[config.mk]
export PLATFORM = sky130hd
export DESIGN_NAME = lf_pipelined_subtractor
export DESIGN_NICKNAME = d
export VERILOG_FILES = /design/src/rtl/lf_pkg.sv /design/src/rtl/lf_prefix_level.sv /design/src/rtl/lf_pipelined_subtractor.sv
export SDC_FILE = /design/constraint.sdc
export NUM_CORES = 1
export LEC_CHECK = 0
export CORE_MARGIN = 5
export CORE_UTILIZATION = 58
export DETAILED_ROUTE_END_ITERATION = 8
export GPL_TIMING_DRIVEN = 0
export PLACE_DENSITY = 0.83
export SYNTH_ARGS = -nofsm -noshare
export SYNTH_HDL_FRONTEND = slang
export SYNTH_SLANG_ARGS = --single-unit
[constraint.sdc]
create_clock -name clk -period 5.7 [get_ports clk]
set_clock_uncertainty 0.05 [all_clocks]
set_input_delay 0.57 -clock clk [delete_from_list [all_inputs] [get_ports clk]]
set_output_delay 0.57 -clock clk [all_outputs]
set_load 0.02 [all_outputs]
[src/rtl/lf_pkg.sv]
// Shared constants for the Ladner-Fischer pipelined subtractor: default width
// and the number of prefix levels evaluated ahead of the first register stage.
package lf_pkg;

  localparam int LF_N         = 64;
  localparam int LF_LOG2N     = $clog2(LF_N);
  localparam int LF_S1_LEVELS = (LF_LOG2N + 1) / 2;

  // Levels placed before the S1 register: ceil(log2n / 2).
  function automatic int lf_s1_levels(input int log2n);
    return (log2n + 1) / 2;
  endfunction

endpackage

[src/rtl/lf_prefix_level.sv]
// One Ladner-Fischer prefix level: bit i with bit LEVEL of its index set merges
// with the most significant bit of the preceding aligned 2^LEVEL block.
module lf_prefix_level #(
  parameter int W     = 64,
  parameter int LEVEL = 0
) (
  input  logic [W-1:0] g_in,
  input  logic [W-1:0] p_in,
  output logic [W-1:0] g_out,
  output logic [W-1:0] p_out
);

  for (genvar i = 0; i < W; i++) begin : g_bit
    if (((i >> LEVEL) & 1) == 1) begin : g_cell
      localparam int J = ((i >> LEVEL) << LEVEL) - 1;
      assign g_out[i] = g_in[i] | (p_in[i] & g_in[J]);
      assign p_out[i] = p_in[i] & p_in[J];
    end else begin : g_pass
      assign g_out[i] = g_in[i];
      assign p_out[i] = p_in[i];
    end
  end

endmodule

[src/rtl/lf_pipelined_subtractor.sv]
// Two-stage valid/ready subtractor computing a - b - bin as a + ~b + ~bin with a
// Ladner-Fischer carry network split across the two register stages.
module lf_pipelined_subtractor
  import lf_pkg::*;
#(
  parameter int N = LF_N
) (
  input  logic         clk,
  input  logic         rst_n,
  input  logic         in_valid,
  output logic         in_ready,
  input  logic [N-1:0] a,
  input  logic [N-1:0] b,
  input  logic         bin,
  output logic         out_valid,
  input  logic         out_ready,
  output logic [N-1:0] d,
  output logic         bout,
  output logic         ovf
);

  localparam int L = $clog2(N);
  localparam int S = lf_s1_levels(L);

  logic [N-1:0] g_net [0:L];
  logic [N-1:0] p_net [0:L];
  logic [N-1:0] nb;
  logic [N-1:0] pbit;
  logic [N-1:0] gbit;
  logic         cin;

  logic         valid_s1;
  logic [N-1:0] g_s1;
  logic [N-1:0] p_s1;
  logic [N-1:0] pbit_s1;
  logic         cin_s1;
  logic         a_msb_s1;
  logic         b_msb_s1;

  logic         ready_s1;
  logic         ready_s2;
  logic [N-1:0] carry;
  logic [N-1:0] d_next;
  logic         unused_p_top;

  assign nb   = ~b;
  assign cin  = ~bin;
  assign pbit = a ^ nb;
  assign gbit = a & nb;

  // Carry-in folded into bit 0 so group G[i:0] is directly the carry out of bit i.
  assign g_net[0] = {gbit[N-1:1], gbit[0] | (pbit[0] & cin)};
  assign p_net[0] = pbit;

  for (genvar k = 0; k < L; k++) begin : g_level
    logic [N-1:0] g_src;
    logic [N-1:0] p_src;
    if (k == S) begin : g_from_reg
      assign g_src = g_s1;
      assign p_src = p_s1;
    end else begin : g_from_net
      assign g_src = g_net[k];
      assign p_src = p_net[k];
    end
    lf_prefix_level #(
      .W    (N),
      .LEVEL(k)
    ) u_level (
      .g_in (g_src),
      .p_in (p_src),
      .g_out(g_net[k+1]),
      .p_out(p_net[k+1])
    );
  end

  assign unused_p_top = ^p_net[L];

  assign carry  = {g_net[L][N-2:0], cin_s1};
  assign d_next = pbit_s1 ^ carry;

  assign ready_s2 = !out_valid | out_ready;
  assign ready_s1 = !valid_s1 | ready_s2;
  assign in_ready = ready_s1;

  always_ff @(posedge clk or negedge rst_n) begin
    if (!rst_n) begin
      valid_s1 <= 1'b0;
      g_s1     <= '0;
      p_s1     <= '0;
      pbit_s1  <= '0;
      cin_s1   <= 1'b0;
      a_msb_s1 <= 1'b0;
      b_msb_s1 <= 1'b0;
    end else begin
      if (ready_s1) begin
        valid_s1 <= in_valid;
      end
      if (in_valid && ready_s1) begin
        g_s1     <= g_net[S];
        p_s1     <= p_net[S];
        pbit_s1  <= pbit;
        cin_s1   <= cin;
        a_msb_s1 <= a[N-1];
        b_msb_s1 <= b[N-1];
      end
    end
  end

  always_ff @(posedge clk or negedge rst_n) begin
    if (!rst_n) begin
      out_valid <= 1'b0;
      d         <= '0;
      bout      <= 1'b0;
      ovf       <= 1'b0;
    end else begin
      if (ready_s2) begin
        out_valid <= valid_s1;
      end
      if (valid_s1 && ready_s2) begin
        d    <= d_next;
        bout <= ~g_net[L][N-1];
        ovf  <= (a_msb_s1 != b_msb_s1) && (d_next[N-1] != a_msb_s1);
      end
    end
  end

endmodule

==> results_dict.tcl <==
set metrics [dict create \
    status "finished, final reports clean" \
    drt-wirelength-per-cell_um 18.34 \
    sequential_area_share_after_synthesis_pct 52.87 \
    total_leakage_power_uw 0.007400 \
    tightestPinTransition_ns 0.9720 \
    finalWorstPathRequiredPeriod_ns 2.828 \
    sinks_on_the_clock_net 248 \
    synthFlopType "dfrtp_1" \
    grt.total_usage_pct 28.10 \
    cell_area_after_synthesis_um2 11740 \
    rr_endpoint "a_msb_s1" \
    ys_seq_elements 248 \
    clockBufferDepth 3 \
    detail_route.first_pass.iterations 7 \
    rr_startpoint "out_valid" \
    clock_tree.htree_level_count 1 \
    synthDominantAreaCellType "dfrtp_1" \
    min_period_over_period_pct 49.62 \
    cp-start-kind "input port" \
    place_worst_setup_slack_ns 2.416 \
    clk_slew_on_worst_s_h_paths_ns 0.07 \
    drc 0 \
    antenna-diode-count 0 \
    grt_overflow_total 0 \
    via_count_of_the_first_global_routing_pass 10230 \
    type_of_the_most_critical_hold_path "in -> async" \
    cp.required_ns 6.11 \
    synth.net_count 1487 \
    grt_first_pass_wirelength_um 53000 \
    clock_latency_ns 0.52 \
    setup.worst_path.end "a_msb_s1" \
    cts_resized 0 \
    report.final.setup_viol 0 \
    layout.cell_area.non_filler_um2 14890 \
    synth_top_cell_area_share_pct 52.87 \
    hpwlAfterDp_um 23290 \
    vias 10180 \
    power.density_nw_per_um2 361.7 \
    timing_startpoint_of_the_critical_path "out_ready" \
    maxSlewViolCount 0 \
    synth_edf_count 0 \
    syn-mean-instance-area_um2 9.121 \
    post_cts_repair_setup_buffers 0 \
    crit_type "in -> reg" \
    floorplan.initialDensity_pct 58.39 \
    clock_tree_from_tritoncts "yes" \
    max_slew_margin_pct 35.20 \
    synthDistinctLibCells 41 \
    rr_worst_depth 7 \
    post_route_cells_drive_above_1_share_pct 4.513 \
    async_reset_ff_share_pct 100.0 \
    io_buffer_count 200 \
    total_power_uw 5386 \
    rsz0062_at_grt "false" \
    vias_per_cell 5.658 \
    cts-root-buf "clkbuf_16" \
    worstPathMaxFanout 10 \
    postRouteAntennaNets 0 \
    reg2reg_slack_ns 3.00 \
    worst_path_arrival_time_ns 3.24 \
    fin_nets 1714 \
    ys.warnings.count 0 \
    fp.dieH_um 152.3 \
    antenna_violations_before_repair 0 \
    synth_cells 1287 \
    vdd.ir_drop.worst_mv 0.2517 \
    fp.dieW_um 152.3 \
    flow.area_growth_from_synthesis_pct 26.84 \
    fmax_mhz 353.6 \
    cp-end-kind "flop" \
    finalHoldViolations 0 \
    timing.final.ws_setup_ns 2.872 \
    core_area_um2 20100 \
    wl_um 32990 \
    max_cap_viol_count 0 \
    cts_buffers 24 \
    ios 201 \
    finalWeightedCongestion 0.8819 \
    dieArea_um2 23180 \
    post_cts_hold_buffer_count 0 \
    initialDrtViolationCount 878 \
    core.rowCount 52 \
    grt_start_max_net_pins 128 \
    finish.utilization_pct 74.06 \
    dpl-instance-area_um2 14110 \
    largest_cells_by_area_after_synthesis "dfrtp_1 (53%), nand2_1 (13%), ha_1 (7.1%), o21ai_0 (4.6%), xor2_1 (3.7%)" \
]
critical path: stages:
cell and delay, ns:
clkdlybuf4s50_1 0.46, nand3b_1 0.17, and2_1 0.17, clkbuf_1 0.23, clkbuf_1 0.70, clkbuf_1 0.69, nand2_1 0.15, nand2_1 0.09
stage by stage:
| step | std cells | hold WS, ns | TNS (ns) |
|---|---|---|---|
| floorplan | 1287 | 0.2244 | 0 |
| global placement | 1757 | 0.3999 | -1554.69 |
| detailed placement | 1758 | 0.4079 | 0 |
| CTS | 1799 | 0.1383 | 0 |
| global route | 1799 | 0.1714 | 0 |
| finish | 1799 | 0.09193 | 0 |
cell usage in the layout (no fill, tap or decap), types with 7 or more instances in the layout:
cell             synthesis  layout
inv_1                   72      72
ha_1                    67      67
nand2_1                418     418
and3_1                  10      10
clkdlybuf4s50_1          0     199
nand2b_1                 7       7
clkbuf_16                0      25
xor2_1                  49      49
xnor2_1                 11      11
a21oi_1                 72      72
nor2_1                  45      45
a31oi_2                  7       7
o21ai_0                108     108
a21o_1                  25      25
mux2_2                  12      12
clkbuf_1                53      57
dfrtp_1                248     248
o21ai_1                  7       7
nand3_1                 35      35
kinds of logic (layout without fill, tap and decap cells):
logic type / Yosys count / count (layout) / synth area share [%]
muxes: 14 / 14 / 1.322
AOI/OAI and AO/OA: 241 / 241 / 11.91
xor gates and xnor gates: 60 / 60 / 4.477
and+or+nand+nor: 526 / 526 / 17.86
DFF: 248 / 248 / 52.87
adders and majority gates: 67 / 67 / 7.141
buffers and inverters: 131 / 373 / 4.423
cells in the mapped netlist (2+ instances only):
| cell | instances |
|---|---|
| nand2_1 | 418 |
| dfrtp_1 | 248 |
| o21ai_0 | 108 |
| a21oi_1 | 72 |
| inv_1 | 72 |
| ha_1 | 67 |
| clkbuf_1 | 53 |
| xor2_1 | 49 |
| nor2_1 | 45 |
| nand3_1 | 35 |
| a21o_1 | 25 |
| mux2_2 | 12 |
| xnor2_1 | 11 |
| and3_1 | 10 |
| a31oi_2 | 7 |
| nand2b_1 | 7 |
| o21ai_1 | 7 |
| a31oi_1 | 6 |
| nand4_1 | 6 |
| o21a_1 | 5 |
| buf_6 | 3 |
| mux2i_1 | 2 |
how the worst min path moves through the flow:
stage	depth (start not counted)	slack [ns]	start	end
6_report	1	0.09	rst_n	d[41]
3_3_place_gp	2	0.40	g_level[3].g_src[13]	g_level[3].g_src[13]
2_1_floorplan	0	0.22	rst_n	a_msb_s1
4_1_cts	1	0.14	rst_n	d[42]
3_5_place_dp	2	0.41	g_level[3].g_src[13]	g_level[3].g_src[13]
5_1_grt	1	0.17	rst_n	d[41]
final cells by class:
type | count | area (um^2)
Timing Repair Buffer | 201 | 2034
Buffer | 59 | 249.0
Multi-Input combinational cell | 908 | 5014
Clock buffer | 35 | 723.2
Clock inverter | 6 | 55.05
Inverter | 72 | 270.3
Tap cell | 270 | 337.8
Fill cell | 1372 | 5215
Sequential cell | 248 | 6206
where the power goes:
group	leakage, uW	internal [uW]	switching, uW
combinational	0.00390	662	829
clock	0.000390	919	662
sequential	0.00311	2090	226
layer usage:
metal  part of all wire, %  GRT usage (%)  vias to the layer above
li1                      -              -                     4658
met1                    40          37.50                     4940
met2                    48          46.46                      490
met3                   8.3          5.084                       91
met4                   3.6          10.23                        0
met5                     0              0                        -
sequential cells by signal, summed over array words and instances, names as in the netlist, 56 cells and up:
name and flops:
pbit_s1 56, g_level.g_src 64, g_level.p_src 57, d 64
Note: power is estimated with default switching activity, not from simulation.
==> patch 1: new RTL, same settings <==
Change the package constant `LF_N` from 64 to 128.
--- a/src/rtl/lf_pkg.sv
+++ b/src/rtl/lf_pkg.sv
@@ -3,5 +3,5 @@
 package lf_pkg;
 
-  localparam int LF_N         = 64;
+  localparam int LF_N         = 128;
   localparam int LF_LOG2N     = $clog2(LF_N);
   localparam int LF_S1_LEVELS = (LF_LOG2N + 1) / 2;
Ports: changed (resized a, b and d); port bits go from 201 to 393. The function was not compared with the original's and may differ.
==> patch 1 against the unedited design <==
The flow now finishes with violations (negative hold slack); highest routed layer unchanged; wire length is 140% higher; first-iteration DRC count is 140% higher; utilization is 1.1 points higher; via count is 110% higher; area after synthesis is 100% higher; power is 110% higher; critical path depth stayed put; final cell count is 99% higher; die area is 93% higher; design area is 100% higher; setup slack worse by 1.6 ns; sequential cell count is 248 higher.
==> patch 1: results (changes against the unedited design) <==
Crit path arrival time - 4.82 ns (was 3.24 ns)
Worst-Margin Slew - 1.42 ns (was 0.972 ns)
pin count of the biggest net entering global routing - 121 (was 128)
ys flop type - dfrtp_1 (unchanged)
global-route wire length before repair - 121,000 µm (was 53,000 µm)
placed cell count - 3,483 (was 1,758)
sequential area share after synthesis - 52.7% (was 52.9%)
beginning of the critical path - out_ready (unchanged)
maximum vdd ir drop - 223 µV (was 252 µV)
asr flop ratio synth - 100% (unchanged)
# Post-CTS Setup Buffers - 0 (unchanged)
NetSw - 3590 µW (was 1720 µW)
Clk Latency, worst-skew pair - 0.59 ns (was 0.52 ns)
Hold Path Class - in2async (unchanged)
# resized after CTS - 0 (unchanged)
Syn Nets - 2,954 (was 1,487)
hpwl dp - 56,100 µm (was 23,300 µm)
Vias/cell - 5.91 (was 5.66)
reg2reg setup slack - 1.43 ns (was 3.00 ns)
DRT Pass-1 Iters - 6 (was 7)
Vias - 21,100 (was 10,200)
share of post-route cells with drive strength above 1 - 4.00% (was 4.51%)
Final setup viols - 0 (unchanged)
Area after DPL - 28,200 µm² (was 14,100 µm²)
Synth top cells by count - 768 x nand2_1, 496 x dfrtp_1, 247 x o21ai_0, 174 x a21oi_1, 156 x inv_1 (was 418 x nand2_1, 248 x dfrtp_1, 108 x o21ai_0, 72 x a21oi_1, 72 x inv_1)
vias in the first global route - 22,000 (was 10,200)
slowest CP cell - buf_1 (was clkbuf_1)
Leakage - 0.0149 µW (was 0.00740 µW)
failing checks - negative hold slack
Port Buffers - 392 (was 200)
Post-Synthesis Cells - 2,562 (was 1,287)
Yosys warning total - 0 (unchanged)
CTS Buf Count - 50 (was 24)
Routed WL - 77,500 µm (was 33,000 µm)
clk buf depth - 3 (unchanged)
H-tree levels - 2 (was 1)
RePlAce Congestion - 0.952 (was 0.882)
top cells by area, synth - dfrtp_1 53%, nand2_1 12%, ha_1 7.0%, o21ai_0 5.3%, xor2_1 3.8% (was dfrtp_1 53%, nand2_1 13%, ha_1 7.1%, o21ai_0 4.6%, xor2_1 3.7%)
total track usage - 34.2% (was 28.1%)
Root Buffer - clkbuf_16 (unchanged)
Cell variety after synth - 61 (was 41)
Fin. Hold Viols - 9 (was 0)
Hold WS - -0.0316 ns (was 0.0919 ns)
crit path max fanout - 10 (unchanged)
origin of the critical flop-to-flop path - valid_s1 (was out_valid)
Fillers - 2,776 (was 1,372)
clock slew at reported path FFs - 0.06 ns
critical path's largest stage delay - 1.06 ns (was 0.70 ns)
outcome - finished with violations (was finished clean)
fin nets - 3,402 (was 1,714)
DRT iter0 DRCs - 2,075 (was 878)
initial antenna violation count - 2 (was 0)
## patch 1: cell count changes in the layout (fill, tap and decap cells not counted), moves of 28 or more
cell	change
a22o_1	+32
nand2_1	+350
a21oi_1	+102
xor2_1	+53
inv_1	+84
clkbuf_16	+28
clkbuf_1	+43
clkdlybuf4s50_1	+192
ha_1	+64
o21ai_0	+139
dfrtp_1	+248
## patch 1: routing by layer
layer  vias to the layer above  share of wire (%)  global-route usage, %  routed length (µm)
li1                       9395                  -                      -                   -
met1                     10300                 37                   43.3               29000
met2                      1183                 48                   55.7               37000
met3                       246                9.4                   7.59                7320
met4                         0                5.4                   17.5                4170
met5                         -                  0                      0                   0
## patch 1: final cells by class
cell class                      count  area [µm²]  area share [%]
Sequential cell                   496       12400            41.4
Buffer                            110         438            1.46
Tap cell                          525         657            2.19
Inverter                          156         586            1.95
Timing Repair Buffer              396        4040            13.5
Multi-Input combinational cell   1800       10100            33.7
Clock inverter                     18         221           0.738
Clock buffer                       75        1550            5.16
Antenna cell                        1        2.50         0.00834
## patch 1: power groups by stage
stage          Combinational, µW  Sequential (µW)  Clock (µW)
2_1_floorplan               1170             4900           0
3_3_place_gp                2920             4590           0
5_1_grt                     3270             4630        3680
3_5_place_dp                3000             4610           0
4_1_cts                     3030             4550        3520
6_report                    3040             4570        3510
## patch 1: stage by stage
stage,setup slack [ns],total power [µW]
after detailed placement,0.866,7610
after global routing,1.36,11600
after floorplan,3.10,6070
after CTS,1.45,11100
after global placement,-17.04,7510
final,1.32,11100
## patch 1: cells by family after synthesis
kind of cell	count (synthesis)	synth area share [%]
simple gates	940	15.9
compound gates	592	14.8
flops	496	52.7
buf+inv	266	4.35
fa+ha+maj	131	6.96
xor+xnor	124	4.61
mux	13	0.579
## patch 1: worst max-delay path, delay by kind of cell
kind | cells | cell delay (ns)
buf+inv | 4 | 3.06
simple gates | 3 | 1.03
compound gates | 1 | 0.13
## patch 1: path summary, 6_finish.rpt
path                                               to  cells after the start
worst max-delay path            g_level[4].g_src[115]                      8
worst min-delay path                           d[120]                      1
worst max register to register  g_level[4].g_src[115]                      7
worst min register to register                  d[60]                      2
max in group asynchronous        g_level[4].p_src[39]                      3
min in group clk                                d[60]                      2
==> patch 2: new RTL, same settings <==
Made on the original files. Put one more register stage on the output `ovf`, cleared by the reset. The value now appears one clock later. The other outputs are not delayed to match.
--- a/src/rtl/lf_pipelined_subtractor.sv
+++ b/src/rtl/lf_pipelined_subtractor.sv
@@ -22,4 +22,6 @@
   localparam int L = $clog2(N);
   localparam int S = lf_s1_levels(L);
+
+  logic ovf_s0;
 
   logic [N-1:0] g_net [0:L];
@@ -112,5 +114,5 @@
       d         <= '0;
       bout      <= 1'b0;
-      ovf       <= 1'b0;
+      ovf_s0    <= 1'b0;
     end else begin
       if (ready_s2) begin
@@ -120,6 +122,14 @@
         d    <= d_next;
         bout <= ~g_net[L][N-1];
-        ovf  <= (a_msb_s1 != b_msb_s1) && (d_next[N-1] != a_msb_s1);
+        ovf_s0 <= (a_msb_s1 != b_msb_s1) && (d_next[N-1] != a_msb_s1);
       end
+    end
+  end
+
+  always_ff @(posedge clk or negedge rst_n) begin
+    if (!rst_n) begin
+      ovf <= '0;
+    end else begin
+      ovf <= ovf_s0;
     end
   end
Function: changed (Yosys sat finds a counterexample within 4 cycles, from zero or initial values and one cycle with rst_n low).
==> patch 2 against the unedited design <==
Setup slack got worse by 0.16 ns; power increased by 4.2%; area after synthesis unchanged; die area unchanged; design area increased by 0.98%; wire length decreased by 2.2%; fmax decreased by 5.5%; sequential cell count increased by 1; critical path type unchanged; largest power group unchanged; highest routed layer is now met5.
==> patch 2: results (changes against the unedited design) <==
share of post-route cells with drive strength above 1 - 4.89% (was 4.51%)
# Post-CTS Setup Buffers - 0 (unchanged)
RePlAce Congestion - 0.918 (was 0.882)
average wire per cell in the routed design - 18.1 µm (was 18.3 µm)
hpwl dp - 22,600 µm (was 23,300 µm)
dpl ws - 2.37 ns (was 2.42 ns)
vias in the first global route - 10,000 (was 10,200)
CTS Buf Count - 26 (was 24)
clock slew at reported path FFs - 0.06 ns
global-route wire length before repair - 51,600 µm (was 53,000 µm)
Vias - 9,896 (was 10,200)
H-tree levels - 1 (unchanged)
Root Buffer - clkbuf_16 (unchanged)
critical path's largest stage delay - 0.83 ns (was 0.70 ns)
Syn Nets - 1,464 (was 1,487)
total track usage - 27.3% (was 28.1%)
DRT iter0 DRCs - 707 (was 878)
Leakage - 0.00746 µW (was 0.00740 µW)
Worst-Margin Slew - 1.03 ns (was 0.972 ns)
initial antenna violation count - 1 (was 0)
Synth top cells by count - 394 x nand2_1, 249 x dfrtp_1, 103 x o21ai_0, 75 x inv_1, 67 x ha_1 (was 418 x nand2_1, 248 x dfrtp_1, 108 x o21ai_0, 72 x a21oi_1, 72 x inv_1)
Hold Path Class - in2async (unchanged)
fin nets - 1,693 (was 1,714)
family with the most delay on the worst path - buffers and inverters (unchanged)
ys flop type - dfrtp_1 (unchanged)
Fillers - 1,435 (was 1,372)
sequential area share after synthesis - 53.1% (was 52.9%)
maximum vdd ir drop - 213 µV (was 252 µV)
outcome - finished clean (unchanged)
top cells by area, synth - dfrtp_1 53%, nand2_1 13%, ha_1 7.1%, o21ai_0 4.4%, xor2_1 3.7% (was dfrtp_1 53%, nand2_1 13%, ha_1 7.1%, o21ai_0 4.6%, xor2_1 3.7%)
## patch 2: cell count changes after synthesis, moves of 6 or more
cell | unedited run | this run
nand2_1 | 418 | 394
a21oi_1 | 72 | 62
nor2_1 | 45 | 35
mux2_2 | 12 | 20
a31oi_1 | 6 | 13
a31oi_2 | 7 | 0
clkbuf_1 | 53 | 46
and2_1 | 1 | 7
buf_1 | 1 | 7
## patch 2: layout make-up
type | count | area share (%)
well taps | 270 | 2.25
inverters | 76 | 1.90
flip-flops and latches | 249 | 41.4
multi-input cells | 883 | 33.2
clock inverters | 10 | 1.18
clock buffers | 38 | 4.97
repair buffers | 201 | 13.5
plain buffers | 56 | 1.51
## patch 2: metal layers
| layer | up-vias | part of all wire, % | global-route usage (%) |
|---|---|---|---|
| met4 | 2 | 3.7 | 10.8 |
| met3 | 84 | 7.7 | 4.97 |
| li1 | 4607 | - | - |
| met2 | 436 | 48 | 45.0 |
| met1 | 4767 | 41 | 36.1 |
| met5 | - | 0.034 | 0 |
## patch 2: power by group
group	internal [µW]	switching, µW
logic	668	818
clock network	1130	688
registers	2100	206
total	3900	1710
## patch 2: worst register-to-register path, stage by stage, from the launching register on
cell	delay [ns]
dfrtp_1	0.39
nand3b_1	0.20
and2_1	0.16
clkbuf_1	0.14
clkbuf_1	0.73
clkbuf_1	0.84
nand3_1	0.16
nand2_1	0.12
## patch 2: cells by family after synthesis
kind of cell | after synthesis | synth area share [%]
adder cells (fa/ha/maj) | 67 | 7.14
AO/OA/AOI/OAI | 238 | 11.9
XOR/XNOR | 60 | 4.48
AND/OR/NAND/NOR | 497 | 17.1
multiplexers | 21 | 2.00
buffers and inverters | 132 | 4.36
flip-flops | 249 | 53.1
## patch 2: path summary, 6_finish.rpt
path	endpoint	startpoint	slack, ns
min in group clk	ovf	ovf_s0	0.33
worst max register to register	g_level[3].g_src[61]	out_valid	2.84
max in group asynchronous	pbit_s1[18]	rst_n	4.35
worst min register to register	ovf	ovf_s0	0.33
worst min-delay path	pbit_s1[49]	rst_n	0.10
worst max-delay path	g_level[3].g_src[61]	out_ready	2.71
## patch 2: stage by stage
step | hold slack, ns | cells | utilization, % | cell area [µm²] | TNS [ns]
2_1_floorplan | 0.224 | 1264 | - | 11700 | 0
3_5_place_dp | 0.320 | 1735 | 70.2 | 14100 | 0
5_1_grt | 0.182 | 1783 | 74.8 | 15000 | 0
4_1_cts | 0.131 | 1783 | 74.8 | 15000 | 0
6_report | 0.101 | 1783 | 74.8 | 15000 | 0
3_3_place_gp | 0.316 | 1734 | 70.0 | 14100 | -1568.31
